File: config.mk
export PLATFORM = sky130hd
export DESIGN_NAME = move_command_transmitter_flat
export DESIGN_NICKNAME = d
export VERILOG_FILES = /design/src/rtl/move_command_transmitter_if.sv /design/src/rtl/move_command_transmitter.sv /design/src/flat_wrapper.sv
export SDC_FILE = /design/constraint.sdc
export NUM_CORES = 1
export LEC_CHECK = 0
export ABC_AREA = 1
export ABC_CLOCK_PERIOD_IN_PS = 3520
export CORE_MARGIN = 1
export CORE_UTILIZATION = 45
export CTS_BUF_LIST = sky130_fd_sc_hd__clkbuf_8 sky130_fd_sc_hd__clkbuf_16
export CTS_CLUSTER_DIAMETER = 30
export DETAILED_ROUTE_END_ITERATION = 12
export HOLD_SLACK_MARGIN = 0.08
export PLACE_DENSITY_LB_ADDON = 0.3
export SLEW_MARGIN = 20
export SYNTH_ARGS = -nofsm -noshare
export SYNTH_HDL_FRONTEND = slang
export SYNTH_SLANG_ARGS = --single-unit
File: constraint.sdc
create_clock -name clock -period 3.52 [get_ports clock]
set_input_delay 1.056 -clock clock [delete_from_list [all_inputs] [get_ports clock]]
set_output_delay 1.056 -clock clock [all_outputs]
set_load 0.05 [all_outputs]
File: src/rtl/move_command_transmitter_if.sv
// move_command_transmitter_if: command handshake and IR drive signals of the transmitter
interface move_command_transmitter_if;
    logic        enable;
    logic [11:0] move_command;
    logic        busy;
    logic        done;
    logic        ir_out;
    logic        ir_envelope;
    modport master (output enable, move_command, input busy, done, ir_out, ir_envelope);
    modport slave  (input enable, move_command, output busy, done, ir_out, ir_envelope);
endinterface

File: src/rtl/move_command_transmitter.sv
// move_command_transmitter: sends a latched 12-bit move command as repeated pulse-width-coded IR frames
module move_command_transmitter #(
    parameter int UNIT_CYCLES  = 16200,
    parameter int CARRIER_HALF = 337,
    parameter int START_UNITS  = 4,
    parameter int GAP_UNITS    = 20,
    parameter int REPEATS      = 3
) (
    input logic clock,
    input logic reset,
    move_command_transmitter_if.slave bus
);
    localparam int MAX_SG    = START_UNITS > GAP_UNITS ? START_UNITS : GAP_UNITS;
    localparam int MAX_UNITS = MAX_SG > 2 ? MAX_SG : 2;
    localparam int CW        = $clog2(UNIT_CYCLES * MAX_UNITS);
    localparam int HW        = CARRIER_HALF > 1 ? $clog2(CARRIER_HALF) : 1;
    localparam int RW        = REPEATS > 1 ? $clog2(REPEATS) : 1;

    typedef enum logic [2:0] {IDLE, START_MARK, SPACE, DATA_MARK, GAP, DONE} state_t;

    state_t        state, state_n;
    logic [CW-1:0] cnt, cnt_n, last;
    logic [HW-1:0] car_cnt, car_cnt_n;
    logic          carrier, carrier_n;
    logic [3:0]    bit_idx, bit_idx_n;
    logic [RW-1:0] rep_cnt, rep_cnt_n;
    logic [11:0]   cmd_reg, cmd_reg_n;
    logic          mark_n;

    // Next state, per-state cycle counting and carrier phase; a mark entered from another state restarts the carrier high
    always_comb begin
        state_n   = state;
        cnt_n     = cnt;
        bit_idx_n = bit_idx;
        rep_cnt_n = rep_cnt;
        cmd_reg_n = cmd_reg;
        car_cnt_n = '0;
        carrier_n = 1'b1;
        last = state == START_MARK ? CW'(START_UNITS * UNIT_CYCLES - 1) :
               state == GAP ? CW'(GAP_UNITS * UNIT_CYCLES - 1) :
               (state == DATA_MARK && cmd_reg[bit_idx]) ? CW'(2 * UNIT_CYCLES - 1) :
               CW'(UNIT_CYCLES - 1);
        if (state == IDLE) begin
            if (bus.enable) begin
                cmd_reg_n = bus.move_command;
                rep_cnt_n = '0;
                bit_idx_n = '0;
                cnt_n     = '0;
                state_n   = START_MARK;
            end
        end else if (state == DONE) begin
            state_n = IDLE;
        end else if (cnt != last) begin
            cnt_n = cnt + 1'b1;
        end else begin
            cnt_n = '0;
            case (state)
                START_MARK: state_n = SPACE;
                SPACE:      state_n = DATA_MARK;
                DATA_MARK: begin
                    if (bit_idx != 4'd11) begin
                        bit_idx_n = bit_idx + 4'd1;
                        state_n   = SPACE;
                    end else begin
                        state_n = rep_cnt != RW'(REPEATS - 1) ? GAP : DONE;
                    end
                end
                GAP: begin
                    rep_cnt_n = rep_cnt + 1'b1;
                    bit_idx_n = '0;
                    state_n   = START_MARK;
                end
                default: state_n = IDLE;
            endcase
        end
        mark_n = state_n == START_MARK || state_n == DATA_MARK;
        if (mark_n && state_n == state) begin
            car_cnt_n = car_cnt == HW'(CARRIER_HALF - 1) ? '0 : car_cnt + 1'b1;
            carrier_n = car_cnt == HW'(CARRIER_HALF - 1) ? ~carrier : carrier;
        end
    end

    // State and outputs registered together so envelope and carrier stay cycle-aligned on the LED pin
    always_ff @(posedge clock) begin
        if (reset) begin
            state           <= IDLE;
            cnt             <= '0;
            car_cnt         <= '0;
            carrier         <= 1'b0;
            bit_idx         <= '0;
            rep_cnt         <= '0;
            cmd_reg         <= '0;
            bus.busy        <= 1'b0;
            bus.done        <= 1'b0;
            bus.ir_out      <= 1'b0;
            bus.ir_envelope <= 1'b0;
        end else begin
            state           <= state_n;
            cnt             <= cnt_n;
            car_cnt         <= car_cnt_n;
            carrier         <= carrier_n;
            bit_idx         <= bit_idx_n;
            rep_cnt         <= rep_cnt_n;
            cmd_reg         <= cmd_reg_n;
            bus.busy        <= state_n != IDLE && state_n != DONE;
            bus.done        <= state_n == DONE;
            bus.ir_out      <= mark_n & carrier_n;
            bus.ir_envelope <= mark_n;
        end
    end
endmodule

File: src/flat_wrapper.sv
// flat-port wrapper written by rule: the top's interface ports become plain ports
module move_command_transmitter_flat 
#(
    parameter int UNIT_CYCLES  = 16200,
    parameter int CARRIER_HALF = 337,
    parameter int START_UNITS  = 4,
    parameter int GAP_UNITS    = 20,
    parameter int REPEATS      = 3
)
  (clock, reset, bus_enable, bus_move_command, bus_busy, bus_done, bus_ir_out, bus_ir_envelope);
  move_command_transmitter_if bus_i ();
  input logic clock;
  input logic reset;
  input wire logic [$bits(bus_i.enable)-1:0] bus_enable;
  input wire logic [$bits(bus_i.move_command)-1:0] bus_move_command;
  output wire logic [$bits(bus_i.busy)-1:0] bus_busy;
  output wire logic [$bits(bus_i.done)-1:0] bus_done;
  output wire logic [$bits(bus_i.ir_out)-1:0] bus_ir_out;
  output wire logic [$bits(bus_i.ir_envelope)-1:0] bus_ir_envelope;
  assign bus_i.enable = bus_enable;
  assign bus_i.move_command = bus_move_command;
  assign bus_busy = bus_i.busy;
  assign bus_done = bus_i.done;
  assign bus_ir_out = bus_i.ir_out;
  assign bus_ir_envelope = bus_i.ir_envelope;
  move_command_transmitter #(.UNIT_CYCLES(UNIT_CYCLES), .CARRIER_HALF(CARRIER_HALF), .START_UNITS(START_UNITS), .GAP_UNITS(GAP_UNITS), .REPEATS(REPEATS)) u_core (.clock(clock), .reset(reset), .bus(bus_i));
endmodule
Word-level counts from Yosys, hierarchy flattened:

Index checks and enable logic that the tools add are counted.
Widths: inputs -> output; s select.

* $add $sub $neg: 4
* order comparisons: 1
* equality and inequality tests: 18
* mux-type cells: 29
* bitwise operators: 3
* reductions and logical operators: 13

Operators by type and width (number)
* $mux 19: 6
* $mux 4: 5
* $add 19x1->19 const B: 1
* $ne 19x19->1: 1
* $mux 15: 1
* $mux 3: 5
* $pmux 3 s4: 1
* $mux 2: 5
* $add 9x1->9 const B: 1
* $eq 3x2->1 const B: 3
* $eq 3x3->1 const B: 3
* $eq 9x9->1 const B: 1
* $pmux 4 s2: 1
* $eq 3x1->1 const B: 2
* $ne 3x3->1 const B: 2
* $reduce_bool 3->1: 2
* $lt 4x5->1 const B: 1
* $reduce_and 5->1: 1
* $add 4x1->4 const B: 1
* $bmux 1 s4: 1
* $mux 1: 4
* $ne 2x1->1 const B: 2
* $ne 2x2->1 const B: 2
* $ne 4x4->1 const B: 1
* 11 further kinds: 15

* bits in registers: 54
* input bits: 15
* output and inout bits: 4
* word-level logic and storage cells: 79

Longest topological paths before layout:

Gate-level depths: netlist of the first run.

* depth in word-level cells: 15
* depth in mapped cells: 20
* mapped depth without buffers: 19

Least setup slack after synthesis of the first run:

OpenSTA, ideal clock, no wires.

* path kind: register to register
* start point: register u_core.bit_idx[0]
* end point: register u_core.car_cnt[2]
* setup time: 0.117 ns
* arrival: 1.832 ns
* required time: 3.403 ns
* setup slack: 1.571 ns
* stages on the path, launching flop included: 19
* path buffers: 1
* period minus slack after synthesis: 1.949 ns
* cells stage by stage: dfxtp_1 > buf_4 > inv_4 > a21oi_2 > o21ai_1 > nand2_1 > nand2_1 > nand2_2 > nand2_4 > nand2_1 > nand2_1 > nor2_2 > nand3_2 > nand2_1 > nand2_1 > nor2_2 > nor2_4 > nand3_4 > nor2_2

* cells in the longest elaborated chain, start to end: 15
* elaborated cells on any way between the ends: 20
* those cells by class: 5 x eq/ne; 10 x mux; 1 x bitwise; 4 x reduce/logical

Ends and longest elaborated chain
* start, declared: line move_command_transmitter.sv:25 `logic [3:0] bit_idx, bit_idx_n;`
* start signal, assigned: line move_command_transmitter.sv:102 `bit_idx <= bit_idx_n;`
* $bmux 1 s4: line move_command_transmitter.sv:41 `(state == DATA_MARK && cmd_reg[bit_idx]) ? CW'(2 * UNIT_CYCLES - 1) :`
* $mux 1 (not written as such): line move_command_transmitter.sv:41
* $logic_and 1x1->1: line move_command_transmitter.sv:41
* $mux 15: line move_command_transmitter.sv:41
* $mux 19: line move_command_transmitter.sv:40 `state == GAP ? CW'(GAP_UNITS * UNIT_CYCLES - 1) :`
* $mux 19: line move_command_transmitter.sv:39 `last = state == START_MARK ? CW'(START_UNITS * UNIT_CYCLES - 1) :`
* $ne 19x19->1: line move_command_transmitter.sv:53 `end else if (cnt != last) begin`
* $mux 3 *: line move_command_transmitter.sv:53
* $mux 3 *: line move_command_transmitter.sv:51 `end else if (state == DONE) begin`
* $mux 3 *: line move_command_transmitter.sv:43 `if (state == IDLE) begin`
* $eq 3x1->1 or $eq 3x2->1 (tied branches): line move_command_transmitter.sv:76 `mark_n = state_n == START_MARK || state_n == DATA_MARK;`
* $logic_or 1x1->1: line move_command_transmitter.sv:76
* $logic_and 1x1->1 *: line move_command_transmitter.sv:77 `if (mark_n && state_n == state) begin`
* $not 1->1 (no line) *
* $reduce_or 3->1 (no line) *
* end signal, assigned: line move_command_transmitter.sv:100 `car_cnt <= car_cnt_n;`
* end, declared: line move_command_transmitter.sv:23 `logic [HW-1:0] car_cnt, car_cnt_n;`

Every way passes the cells marked *; elsewhere a longest branch is shown, timed or not. The select of a mux whose other input is x is not followed.
A chain may end at the register's enable or synchronous reset.

Worst setup path after layout of the first run:

* start point: register u_core.bus.ir_out
* end point: output port bus_ir_out

RTL lines
* start, declared: line move_command_transmitter_if.sv:10 `modport slave (input enable, move_command, output busy, done, ir_out, ir_envelope);`
* start signal, assigned: line move_command_transmitter.sv:107 `bus.ir_out <= mark_n & carrier_n;`
* end, declared: line flat_wrapper.sv:18 `output wire logic [$bits(bus_i.ir_out)-1:0] bus_ir_out;`

No word-level cell between the ends.

==> results.txt, run 1 <==
----------------------------------------------------
[Finish]
  Number of antenna cells inserted ... 0
  Fin nets ... about 460
  Final standard cell count with taps included and fillers excluded ... 520
  Layout overhead on the synthesized area ... 12.8%
  Share of final-layout standard cells stronger than drive strength 1 ... 10.8%
  Max FFs per register ... 19

[Placed design]
  HPWL after detailed placement ... 4510 um
  Buffers on Ports ... 18
  Gp weighted congestion ... 0.867
  Number of placed instances with taps included ... 512

[Routing]
  Residual DRC ... 0
  Avg Vias per Cell ... about 5
  Post-DR wirelength/cell ... 11.4 um
  TritonRoute pass-1 iters ... 5
  Number of violations reported at the end of detailed-routing iteration 0 ... 154
  Total number of vias ... 2,619
  Total Wirelength ... about 5900 um
  Residual antenna-violating net count after detailed routing ... 0

[Worst setup path]
  Logic depth of the worst setup path including buffers ... 1
  Reg2Reg Depth ... 17
  Required arrival time at the worst endpoint ... 2460 ps
  Startpoint Class ... register
  Buf+Inv Stages, Crit Path ... 1
  Series of cell instances along the critical path ... clkdlybuf4s50_1
  Critical path's largest stage delay ... 790 ps
  Slowest stage cell on the critical path ... sky130_fd_sc_hd__clkdlybuf4s50_1
  Path type of the worst setup path ... register to output port
  CP arrival ... 1430 ps
  Crit end category ... output port
  CP top delay family ... buffers and inverters
  Largest fanout on the critical path ... 1

[Pwr]
  Static leakage ... 1.32 nW
  Net switching component of the power ... 0.326 mW
  Internal power contribution ... ~0.92 mW
  Power share of the clock group ... between 30% and 40%
  Fraction of power consumed by combinational cells ... a little over an eighth
  Sequential share of power ... 51.5%
  Worst IR Drop VDD ... 248 uV
  Fraction of power spent switching nets ... approximately a quarter
  Power per standard cell area ... between 300 and 400 mW/mm2

[STA]
  Setup total negative slack ... 0 ps
  Final Cycle Share ... 70.6%
  Final Critical Period ... 2480 ps
  Post-route clock skew ... around 7 ps
  Total of endpoints with negative setup slack in the final report ... 0
  Max-slew headroom at the worst pin ... 58.9%
  Peak Freq ... 402 MHz
  Final-report hold violation count ... 0
  Pins over their slew limit ... 0
  Tightest Pin Transition ... 616 ps
  Worst hold slack after final layout ... 464 ps
  RSZ-0062 raised after global routing ... false

[CTS]
  Clock-pin slew of the registers on the worst-case setup and hold paths ... 100 ps
  Number of H-tree levels ... 2
  Total of cells resized after clock tree synthesis ... 0
  CTS buffer count ... 5
  # hold bufs at CTS ... 0
  Clock latency at the later pin of the worst-skew pair ... roughly 310 ps
  # clock sinks ... 54
  Max clock buf depth ... 2
  Clk root buf ... sky130_fd_sc_hd__clkbuf_8
  Buffer count from post-CTS setup fixing ... 0
  Clock tree from TritonCTS ... yes

[Synthesis]
  Synth Area per Inst ... 6.98 um2
  Post-synthesis instance total ... 422
  Post-synthesis register bit count ... 54
  Fraction of the yosys area taken by sequential cells ... a little under two fifths
  Netlist area before placement ... 0.00295 mm2
  Unique cell type count in the Yosys netlist ... 33
  Syn Nets ... 442
  Syn. warnings ... 0

[Floorplanning]
  Overall die area ... 0.00687 mm2
  Effective utilization at floorplan ... 46.4%
  Die width ... about 83 um
  Area of the core region ... between 0.006 and 0.007 mm2
  Vertical die dimension ... between 80 and 90 um
  Count of pins on the block boundary ... 19
  Floorplan row count ... 29

[GRT]
  Overall track demand over capacity in global routing ... between 10% and 20%
  Pin count of the biggest net entering global routing ... 23
  Vias in the first global route ... approximately 2.3k
  Antenna violations before repair ... 0
  Global-route congestion overflow total ... 0
  Global-route wire length before repair ... 10,400 um

[Run]
  Max Cap Viol ... 0

[Hold path]
  Worst hold-check path type ... register to register
  Worst hold path stage count ... 2

[Run status]
  Result of the run ... finished, final reports clean

----------------------------------------------------
==> synth_stat cells <==
cell type                  instances  area, um2
sky130_fd_sc_hd__nand3_1          33        165
sky130_fd_sc_hd__o21ai_1           2       10.0
sky130_fd_sc_hd__buf_2             1       5.00
sky130_fd_sc_hd__nand4_1          13       81.3
sky130_fd_sc_hd__o21ai_4           1       16.3
sky130_fd_sc_hd__nand2_1          85        319
sky130_fd_sc_hd__a21oi_1          21        105
sky130_fd_sc_hd__nand3b_1          3       22.5
sky130_fd_sc_hd__nand3_2           2       20.0
sky130_fd_sc_hd__o31ai_1           1       7.51
sky130_fd_sc_hd__xor2_1           19        166
sky130_fd_sc_hd__nor4_1            4       25.0
sky130_fd_sc_hd__inv_1            51        191
sky130_fd_sc_hd__xnor2_1           5       43.8
sky130_fd_sc_hd__inv_4             1       6.26
sky130_fd_sc_hd__inv_2             7       26.3
sky130_fd_sc_hd__nand2_4           3       33.8
sky130_fd_sc_hd__nor2_4            2       22.5
sky130_fd_sc_hd__a22oi_1           1       7.51
sky130_fd_sc_hd__nor3_2            2       20.0
sky130_fd_sc_hd__clkbuf_1          4       15.0
sky130_fd_sc_hd__nor3_1            7       35.0
sky130_fd_sc_hd__nand3_4           1       17.5
sky130_fd_sc_hd__nor2_1           53        199
sky130_fd_sc_hd__o21ai_0          17       85.1
sky130_fd_sc_hd__a21oi_2           1       8.76
sky130_fd_sc_hd__nand2_2           2       12.5
sky130_fd_sc_hd__or3_1             1       6.26
sky130_fd_sc_hd__a31oi_1           2       12.5
sky130_fd_sc_hd__nor2_2           16        100
sky130_fd_sc_hd__dfxtp_1          54       1080
sky130_fd_sc_hd__ha_1              5       62.6
sky130_fd_sc_hd__buf_4             2       15.0
==> final cells by class <==
type / count / area [um2]
Multi-Input combinational cell: 302 / 1610
Tap cell: 77 / 96.3
Clock buffer: 6 / 82.6
Fill cell: 618 / 3030
Inverter: 59 / 224
Clock inverter: 2 / 38.8
Timing Repair Buffer: 20 / 195
Sequential cell: 54 / 1080
==> per-layer routing <==
| layer | track usage, % | vias to the layer above | routed length [um] |
|---|---|---|---|
| met2 | 29.6 | 43 | 2700 |
| met3 | 2.98 | 10 | 224 |
| li1 | - | 1386 | - |
| met5 | 0 | - | 0 |
| met4 | 5.33 | 0 | 89 |
| met1 | 24.3 | 1180 | 2930 |
==> logic make-up (layout without fill, tap and decap cells) <==
| logic type | Yosys count | in the layout | share of synthesized area, % |
|---|---|---|---|
| AO/OA/AOI/OAI | 46 | 46 | 8.58 |
| XOR/XNOR | 24 | 24 | 7.14 |
| adder cells (fa/ha/maj) | 5 | 5 | 2.12 |
| buffers and inverters | 66 | 87 | 8.79 |
| flip-flops | 54 | 54 | 36.7 |
| AND/OR/NAND/NOR | 227 | 227 | 36.7 |
==> power groups by stage <==
stage | combinational [mW] | clock (mW) | sequential (mW)
after floorplan | 0.110 | 0 | 0.664
after global placement | 0.160 | 0 | 0.657
after detailed placement | 0.163 | 0 | 0.658
after CTS | 0.164 | 0.453 | 0.643
after global routing | 0.183 | 0.475 | 0.646
final | 0.162 | 0.443 | 0.643
==> metrics by stage <==
| stage | power, mW | instance area [um2] | setup slack [ps] | utilization (%) |
|---|---|---|---|---|
| after floorplan | 0.774 | 2950 | 1570 | - |
| after global placement | 0.818 | 3200 | 810 | 50.4 |
| after detailed placement | 0.820 | 3200 | 785 | 50.4 |
| after CTS | 1.26 | 3320 | 1020 | 52.3 |
| after global routing | 1.30 | 3320 | 804 | 52.3 |
| final | 1.25 | 3320 | 1040 | 52.3 |
==> worst paths after layout <==
kind	start	to	slack [ps]
setup reg to reg	u_core.bit_idx[0]$_SDFFE_PP0P_	u_core.rep_cnt[1]$_SDFFE_PP0P_	1160
setup / recovery	u_core.bus.ir_out$_SDFF_PP0_	bus_ir_out	1040
hold reg to reg	u_core.cmd_reg[0]$_SDFFE_PP0P_	u_core.cmd_reg[0]$_SDFFE_PP0P_	460
hold / removal	u_core.cmd_reg[0]$_SDFFE_PP0P_	u_core.cmd_reg[0]$_SDFFE_PP0P_	460
==> cells in the final DEF, fill, tap and decap left out, types with 2 or more instances in the layout <==
| cell type | count |
|---|---|
| sky130_fd_sc_hd__nand2_1 | 85 |
| sky130_fd_sc_hd__nand3_2 | 2 |
| sky130_fd_sc_hd__clkbuf_8 | 6 |
| sky130_fd_sc_hd__xnor2_1 | 5 |
| sky130_fd_sc_hd__nand4_1 | 13 |
| sky130_fd_sc_hd__nor2_4 | 2 |
| sky130_fd_sc_hd__nor3_1 | 7 |
| sky130_fd_sc_hd__inv_2 | 7 |
| sky130_fd_sc_hd__xor2_1 | 19 |
| sky130_fd_sc_hd__a21oi_1 | 21 |
| sky130_fd_sc_hd__nor2_1 | 53 |
| sky130_fd_sc_hd__ha_1 | 5 |
| sky130_fd_sc_hd__dfxtp_1 | 54 |
| sky130_fd_sc_hd__nand3b_1 | 3 |
| sky130_fd_sc_hd__o21ai_0 | 17 |
| sky130_fd_sc_hd__o21ai_1 | 2 |
| sky130_fd_sc_hd__nor4_1 | 4 |
| sky130_fd_sc_hd__nor2_2 | 16 |
| sky130_fd_sc_hd__nor3_2 | 2 |
| sky130_fd_sc_hd__buf_4 | 2 |
| sky130_fd_sc_hd__nand2_4 | 3 |
| sky130_fd_sc_hd__inv_1 | 51 |
| sky130_fd_sc_hd__a31oi_1 | 2 |
| sky130_fd_sc_hd__nand3_1 | 33 |
| sky130_fd_sc_hd__clkdlybuf4s50_1 | 18 |
| sky130_fd_sc_hd__nand2_2 | 2 |
Note: power is estimated with default switching activity, not from simulation.
==> run 2, diff against run 1 <==
--- a/config.mk
+++ b/config.mk
@@ -6,7 +6,7 @@
 export NUM_CORES = 1
 export LEC_CHECK = 0
 export ABC_AREA = 1
-export ABC_CLOCK_PERIOD_IN_PS = 3520
+export ABC_CLOCK_PERIOD_IN_PS = 2300
 export CORE_MARGIN = 1
 export CORE_UTILIZATION = 45
 export CTS_BUF_LIST = sky130_fd_sc_hd__clkbuf_8 sky130_fd_sc_hd__clkbuf_16
==> constraint.sdc (replaced) <==
create_clock -name clock -period 2.3 [get_ports clock]
set_input_delay 0.69 -clock clock [delete_from_list [all_inputs] [get_ports clock]]
set_output_delay 0.69 -clock clock [all_outputs]
set_load 0.05 [all_outputs]
==> run 2 against run 1 <==
Clock skew up 3.1 ps. Clock-buffer cell count unchanged. Die area stayed put. First-iteration DRC count rose by 8.4%. Register-to-register slack worse by 990 ps. Largest cell class unchanged. Global-route usage rose by 1.0 points. Clock power rose by 54%. Non-clock buffer count is 13 higher.
==> results.txt, run 2 (synthesized netlist as in run 1, its figures left out) <==
----------------------------------------------------
[Pwr]
  Static leakage ... 1.39 nW (was 1.32 nW)
  Worst IR Drop VDD ... 332 uV (was 248 uV)
  Power share of the clock group ... 35.0% (was 35.5%)
  Power per standard cell area ... 558 mW/mm2 (was 376 mW/mm2)
  Fraction of power spent switching nets ... 26.5% (was 26.1%)
  Fraction of power consumed by combinational cells ... 14.6% (was 13.0%)
  Internal power contribution ... 1.44 mW (was 0.922 mW)
  Sequential share of power ... 50.4% (was 51.5%)
  Net switching component of the power ... 0.517 mW (was 0.326 mW)

[Routing]
  Residual DRC ... 0 (unchanged)
  TritonRoute pass-1 iters ... 5 (unchanged)
  Total number of vias ... 2,733 (was 2,619)
  Total Wirelength ... 6430 um (was 5950 um)
  Number of violations reported at the end of detailed-routing iteration 0 ... 167 (was 154)
  Avg Vias per Cell ... 5.12 (was 5.04)
  Post-DR wirelength/cell ... 12.0 um (was 11.4 um)
  Residual antenna-violating net count after detailed routing ... 0 (unchanged)

[Worst setup path]
  CP arrival ... 2340 ps (was 1430 ps)
  Required arrival time at the worst endpoint ... 2510 ps (was 2460 ps)
  Path type of the worst setup path ... register to register (was register to output port)
  Crit end category ... register (was output port)
  Startpoint Class ... register (unchanged)
  Largest fanout on the critical path ... 9 (was 1)

[STA]
  Tightest Pin Transition ... 496 ps (was 616 ps)
  Worst hold slack after final layout ... 462 ps (was 464 ps)
  Final Critical Period ... 2130 ps
  Final Cycle Share ... 92.5%
  Final-report hold violation count ... 0 (unchanged)
  Post-route clock skew ... 9.90 ps (was 6.83 ps)
  RSZ-0062 raised after global routing ... true (was false)
  Setup total negative slack ... 0 ps (unchanged)
  Total of endpoints with negative setup slack in the final report ... 0 (unchanged)
  Max-slew headroom at the worst pin ... 66.8% (was 58.9%)
  Pins over their slew limit ... 0 (unchanged)
  Peak Freq ... 470 MHz

[Run]
  Max Cap Viol ... 0 (unchanged)

[GRT]
  Vias in the first global route ... 2,546 (was 2,348)
  Global-route wire length before repair ... 10,900 um (was 10,400 um)
  Antenna violations before repair ... 0 (unchanged)
  Overall track demand over capacity in global routing ... 19.0% (was 18.0%)
  Pin count of the biggest net entering global routing ... 23 (unchanged)
  Global-route congestion overflow total ... 0 (unchanged)

[Finish]
  Highest-count cells in the layout ignoring fill and taps ... sky130_fd_sc_hd__nand2_1 (80), sky130_fd_sc_hd__nor2_1 (52), sky130_fd_sc_hd__inv_1 (51), sky130_fd_sc_hd__dfxtp_1 (49), sky130_fd_sc_hd__nand3_1 (32) (was sky130_fd_sc_hd__nand2_1 (85), sky130_fd_sc_hd__dfxtp_1 (54), sky130_fd_sc_hd__nor2_1 (53), sky130_fd_sc_hd__inv_1 (51), sky130_fd_sc_hd__nand3_1 (33))
  Number of antenna cells inserted ... 0 (unchanged)
  Cell area after layout ... 0.00350 mm2 (was 0.00332 mm2)
  Max FFs per register ... 19 (unchanged)
  Share of final-layout standard cells stronger than drive strength 1 ... 16.4% (was 10.8%)
  Layout overhead on the synthesized area ... 18.8% (was 12.8%)
  Most common library cell in the layout ignoring fill and taps ... sky130_fd_sc_hd__nand2_1 (unchanged)
  Fin nets ... 476 (was 462)

[Run status]
  Result of the run ... finished, final reports clean (unchanged)

[CTS]
  CTS buffer count ... 5 (unchanged)
  # hold bufs at CTS ... 0 (unchanged)
  Clock-pin slew of the registers on the worst-case setup and hold paths ... 100 ps (about the same)
  Clock tree from TritonCTS ... yes (unchanged)
  Clk root buf ... sky130_fd_sc_hd__clkbuf_8 (unchanged)
  Clock latency at the later pin of the worst-skew pair ... 310 ps (about the same)
  Max clock buf depth ... 2 (unchanged)
  # clock sinks ... 54 (unchanged)
  Number of H-tree levels ... 2 (unchanged)

[Floorplanning]
  Effective utilization at floorplan ... 46.4% (unchanged)
  Floorplan row count ... 29 (unchanged)
  Vertical die dimension ... 82.9 um (unchanged)
  Die width ... 82.9 um (unchanged)
  Count of pins on the block boundary ... 19 (unchanged)
  Overall die area ... 0.00687 mm2 (unchanged)
  Area of the core region ... 0.00635 mm2 (unchanged)

[Placed design]
  Buffers on Ports ... 18 (unchanged)
  Gp weighted congestion ... 0.929 (was 0.867)
  HPWL after detailed placement ... 4530 um (was 4510 um)
  Placed cell areas ... 0.00327 mm2 (was 0.00320 mm2)

[Hold path]
  Worst hold-check path type ... register to register (unchanged)

----------------------------------------------------
[run 2: worst paths after layout]
path	depth (start not counted)	to	from	slack [ps]
worst max-delay path	14	u_core.car_cnt[0]$_SDFF_PP0_	u_core.state[1]$_SDFF_PP0_	170
worst min-delay path	2	u_core.cmd_reg[0]$_SDFFE_PP0P_	u_core.cmd_reg[0]$_SDFFE_PP0P_	460
worst max register to register	14	u_core.car_cnt[0]$_SDFF_PP0_	u_core.state[1]$_SDFF_PP0_	170
worst min register to register	2	u_core.cmd_reg[0]$_SDFFE_PP0P_	u_core.cmd_reg[0]$_SDFFE_PP0P_	460
[run 2: power by group through the flow]
stage	logic, mW	clock network, mW	registers, mW
finish	0.286	0.683	0.985
global route	0.320	0.735	0.988
CTS	0.271	0.702	0.984
detailed placement	0.270	0	1.01
global placement	0.266	0	1.00
floorplan	0.168	0	1.02
[run 2: layer usage]
metal | global-route usage (%) | wire, um
met5 | 0 | 0
met4 | 7.37 | 114
met3 | 2.68 | 327
met2 | 31.8 | 3080
met1 | 24.7 | 2910
[run 2: critical path, cell delays in order (launching register included)]
cell and delay (ps):
sky130_fd_sc_hd__dfxtp_1 360, sky130_fd_sc_hd__nor2_2 210, sky130_fd_sc_hd__nand2_4 120, sky130_fd_sc_hd__o31ai_1 90
sky130_fd_sc_hd__nand3_1 130, sky130_fd_sc_hd__nor3_2 190, sky130_fd_sc_hd__nand2_2 90, sky130_fd_sc_hd__nor2_4 140
sky130_fd_sc_hd__nand3_4 100, sky130_fd_sc_hd__nand2_2 80, sky130_fd_sc_hd__nand2_2 60, sky130_fd_sc_hd__nor2_4 190
sky130_fd_sc_hd__nor2_4 70, sky130_fd_sc_hd__nand3_4 170, sky130_fd_sc_hd__nor2_2 40
[run 2: timing repair]
item	4_1_cts	5_1_grt
endpoints found under the hold margin	0	0
endpoints found under the setup margin	10	20
resized for setup	1	17
setup buffers	0	5
pin swaps	0	11
cloned	0	1
[run 2: metrics by stage]
| stage | power (mW) | cells | worst slack [ps] | util (%) |
|---|---|---|---|---|
| after floorplan | 1.18 | 422 | 351 | - |
| after global placement | 1.27 | 520 | 6.32 | 51.6 |
| after detailed placement | 1.28 | 520 | 13.5 | 51.6 |
| after CTS | 1.96 | 528 | 58.8 | 53.5 |
| after global routing | 2.04 | 534 | -30.3 | 55.1 |
| final | 1.95 | 534 | 172 | 55.1 |
[run 2: area by class of cell]
| type | count | area, um2 |
|---|---|---|
| multi-input cells | 303 | 1660 |
| clock buffers | 6 | 82.6 |
| inverters | 59 | 224 |
| fillers | 592 | 2850 |
| flip-flops and latches | 54 | 1090 |
| repair buffers | 33 | 305 |
| well taps | 77 | 96.3 |
| clock inverters | 2 | 38.8 |
==> run 3, diff against run 2 <==
--- a/config.mk
+++ b/config.mk
@@ -7,6 +7,7 @@
 export LEC_CHECK = 0
 export ABC_AREA = 1
 export ABC_CLOCK_PERIOD_IN_PS = 2300
+export CORE_ASPECT_RATIO = 2
 export CORE_MARGIN = 1
 export CORE_UTILIZATION = 45
 export CTS_BUF_LIST = sky130_fd_sc_hd__clkbuf_8 sky130_fd_sc_hd__clkbuf_16
==> run 3 against run 2 <==
Highest routed layer unchanged. Via count rose by 3.7%. Critical path type unchanged. Core utilization rose by 2.7 points. Hold slack got worse by 9.1 ps. Die area rose by 0.29%. Clock power rose by 14%.
==> results.txt, run 3 (synthesized netlist as in run 1, its figures left out) <==
----------------------------------------------------
[Routing]
  Total Wirelength ... 7750 um (was 6430 um)
  Total number of vias ... 2,834 (was 2,733)
  Number of violations reported at the end of detailed-routing iteration 0 ... 127 (was 167)
  Avg Vias per Cell ... 5.17 (was 5.12)
  Residual DRC ... 0 (unchanged)
  Post-DR wirelength/cell ... 14.1 um (was 12.0 um)
  TritonRoute pass-1 iters ... 4 (was 5)
  Residual antenna-violating net count after detailed routing ... 0 (unchanged)

[GRT]
  Overall track demand over capacity in global routing ... 23.3% (was 19.0%)
  Pin count of the biggest net entering global routing ... 20 (was 23)
  Global-route congestion overflow total ... 0 (unchanged)
  Antenna violations before repair ... 0 (unchanged)
  Vias in the first global route ... 2,670 (was 2,546)
  Global-route wire length before repair ... 11,900 um (was 10,900 um)

[Hold path]
  Worst hold-check path type ... register to register (unchanged)

[Finish]
  Total of fill cells in the finished design ... 607 (was 592)
  Number of antenna cells inserted ... 0 (unchanged)
  Layout overhead on the synthesized area ... 23.9% (was 18.8%)
  Most common library cell in the layout ignoring fill and taps ... sky130_fd_sc_hd__nand2_1 (unchanged)
  Share of final-layout standard cells stronger than drive strength 1 ... 18.2% (was 16.4%)
  Fin nets ... 481 (was 476)
  Final standard cell count with taps included and fillers excluded ... 548 (was 534)
  Highest-count cells in the layout ignoring fill and taps ... sky130_fd_sc_hd__nand2_1 (80), sky130_fd_sc_hd__inv_1 (51), sky130_fd_sc_hd__nor2_1 (50), sky130_fd_sc_hd__dfxtp_1 (48), sky130_fd_sc_hd__nand3_1 (31) (was sky130_fd_sc_hd__nand2_1 (80), sky130_fd_sc_hd__nor2_1 (52), sky130_fd_sc_hd__inv_1 (51), sky130_fd_sc_hd__dfxtp_1 (49), sky130_fd_sc_hd__nand3_1 (32))
  Max FFs per register ... 19 (unchanged)

[Floorplanning]
  Effective utilization at floorplan ... 46.7% (was 46.4%)
  Vertical die dimension ... 116 um (was 82.9 um)
  Area of the core region ... 0.00631 mm2 (was 0.00635 mm2)
  Die width ... 59.2 um (was 82.9 um)
  Count of pins on the block boundary ... 19 (unchanged)
  Floorplan row count ... 41 (was 29)
  Overall die area ... 0.00689 mm2 (was 0.00687 mm2)

[Worst setup path]
  Required arrival time at the worst endpoint ... 2490 ps (was 2510 ps)
  Path type of the worst setup path ... register to register (unchanged)
  Slowest stage cell on the critical path ... sky130_fd_sc_hd__dfxtp_2 (was sky130_fd_sc_hd__dfxtp_1)
  Series of cell instances along the critical path ... ha_4 > nand4_1 > nor2_2 > nand3_2 > nor3_2 > nand2_2 > nor2_4 > nand3_4 > nand2_2 > inv_2 > buf_6 > o21ai_4 > clkbuf_16 > nor2_1 (was nor2_2 > nand2_4 > o31ai_1 > nand3_1 > nor3_2 > nand2_2 > nor2_4 > nand3_4 > nand2_2 > nand2_2 > nor2_4 > nor2_4 > nand3_4 > nor2_2)
  CP arrival ... 2450 ps (was 2340 ps)
  Crit end category ... register (unchanged)
  Startpoint Class ... register (unchanged)
  Largest fanout on the critical path ... 8 (was 9)
  Critical path's largest stage delay ... 370 ps (was 360 ps)
  Most common cell on crit path ... sky130_fd_sc_hd__nand2_2

[STA]
  Max-slew headroom at the worst pin ... 64.6% (was 66.8%)
  Worst setup slack after layout ... 41.8 ps (was 172 ps)
  Post-route clock skew ... 4.35 ps (was 9.90 ps)
  Final-report hold violation count ... 0 (unchanged)
  Peak Freq ... 443 MHz (was 470 MHz)
  Pins over their slew limit ... 0 (unchanged)
  Tightest Pin Transition ... 526 ps (was 496 ps)
  Final Cycle Share ... 98.2% (was 92.5%)
  Total of endpoints with negative setup slack in the final report ... 0 (unchanged)
  RSZ-0062 raised after global routing ... true (unchanged)
  Setup total negative slack ... 0 ps (unchanged)
  Final Critical Period ... 2260 ps (was 2130 ps)

[Pwr]
  Power share of the clock group ... 37.2% (was 35.0%)
  Sequential share of power ... 47.3% (was 50.4%)
  Static leakage ... 1.45 nW (was 1.39 nW)
  Fraction of power consumed by combinational cells ... 15.4% (was 14.6%)
  Net switching component of the power ... 0.572 mW (was 0.517 mW)
  Internal power contribution ... 1.51 mW (was 1.44 mW)
  Power per standard cell area ... 571 mW/mm2 (was 558 mW/mm2)
  Worst IR Drop VDD ... 326 uV (was 332 uV)
  Fraction of power spent switching nets ... 27.5% (was 26.5%)

[CTS]
  # clock sinks ... 54 (unchanged)
  CTS buffer count ... 5 (unchanged)
  Max clock buf depth ... 2 (unchanged)
  Clock tree from TritonCTS ... yes (unchanged)
  Clk root buf ... sky130_fd_sc_hd__clkbuf_16 (was sky130_fd_sc_hd__clkbuf_8)
  Clock-pin slew of the registers on the worst-case setup and hold paths ... 70 ps (was 100 ps)
  Clock latency at the later pin of the worst-skew pair ... 300 ps (was 310 ps)
  Number of H-tree levels ... 2 (unchanged)

[Run]
  Max Cap Viol ... 0 (unchanged)

[Placed design]
  Number of placed instances with taps included ... 531 (was 520)
  Buffers on Ports ... 18 (unchanged)
  HPWL after detailed placement ... 5740 um (was 4530 um)
  Worst Setup Slack post-DPL ... 0.397 ps (was 13.5 ps)
  Gp weighted congestion ... 0.995 (was 0.929)

[Run status]
  Result of the run ... finished, final reports clean (unchanged)

----------------------------------------------------
run 3: cell count changes in the layout (fill, tap and decap cells not counted), moves of 2 or more:
cell / change
sky130_fd_sc_hd__inv_6: +2
sky130_fd_sc_hd__nor2_4: +2
sky130_fd_sc_hd__clkbuf_16: +6
sky130_fd_sc_hd__clkbuf_8: -6
sky130_fd_sc_hd__buf_6: +3
sky130_fd_sc_hd__nor2_1: -2
run 3: what timing repair did:
item / 4_1_cts / 5_1_grt
hold buffers: 0 / 0
cloned: 0 / 2
resized for setup: 2 / 31
setup endpoints to repair: 26 / 39
buffers inserted: 0 / 7
hold endpoints to repair: 0 / 0
pin swaps: 0 / 18
run 3: final timing paths:
path | startpoint | to | slack [ps] | cells after the start
setup / recovery | u_core.cnt[1]$_SDFFE_PP0P_ | u_core.cnt[0]$_SDFFE_PP0P_ | 40 | 14
hold / removal | u_core.cmd_reg[2]$_SDFFE_PP0P_ | u_core.cmd_reg[2]$_SDFFE_PP0P_ | 450 | 2
setup reg to reg | u_core.cnt[1]$_SDFFE_PP0P_ | u_core.cnt[0]$_SDFFE_PP0P_ | 40 | 14
hold reg to reg | u_core.cmd_reg[2]$_SDFFE_PP0P_ | u_core.cmd_reg[2]$_SDFFE_PP0P_ | 450 | 2
run 3: layout make-up:
| cell class | count | area, um2 | area share [%] |
|---|---|---|---|
| clock buffers | 5 | 125 | 3.43 |
| clock inverters | 3 | 26.3 | 0.720 |
| inverters | 59 | 226 | 6.21 |
| multi-input cells | 303 | 1700 | 46.5 |
| flip-flops and latches | 54 | 1090 | 30.0 |
| well taps | 86 | 108 | 2.95 |
| repair buffers | 38 | 372 | 10.2 |
run 3: worst max-delay path: cells and delay by family (launching register included):
kind | cells | cell delay, ps
AO/OA/AOI/OAI | 1 | 220
adder cells (fa/ha/maj) | 1 | 150
buffers and inverters | 3 | 380
flip-flops | 1 | 370
AND/OR/NAND/NOR | 9 | 1050
run 3: per-stage QoR:
| stage | utilization (%) | power (mW) | hold WS [ps] | instance area (um2) |
|---|---|---|---|---|
| 5_1_grt | 57.8 | 2.18 | 468 | 3650 |
| 2_1_floorplan | - | 1.18 | 429 | 2950 |
| 6_report | 57.8 | 2.08 | 453 | 3650 |
| 3_3_place_gp | 52.3 | 1.28 | 444 | 3300 |
| 3_5_place_dp | 52.3 | 1.28 | 445 | 3300 |
| 4_1_cts | 54.8 | 2.07 | 456 | 3460 |
run 3: power by group through the flow:
| stage | sequential (mW) | combinational [mW] | clock (mW) |
|---|---|---|---|
| 2_1_floorplan | 1.02 | 0.168 | 0 |
| 3_3_place_gp | 1.00 | 0.274 | 0 |
| 3_5_place_dp | 1.00 | 0.280 | 0 |
| 4_1_cts | 0.983 | 0.281 | 0.803 |
| 5_1_grt | 0.989 | 0.350 | 0.837 |
| 6_report | 0.986 | 0.321 | 0.776 |
run 3: routing by layer:
layer	share of wire (%)	up-vias	wire length [um]	global-route usage [%]
met5	0	-	0	0
met4	4.2	0	322	14.4
met3	2.2	21	173	3.54
met2	58	51	4530	46.7
met1	35	1332	2720	20.1
li1	-	1430	-	-
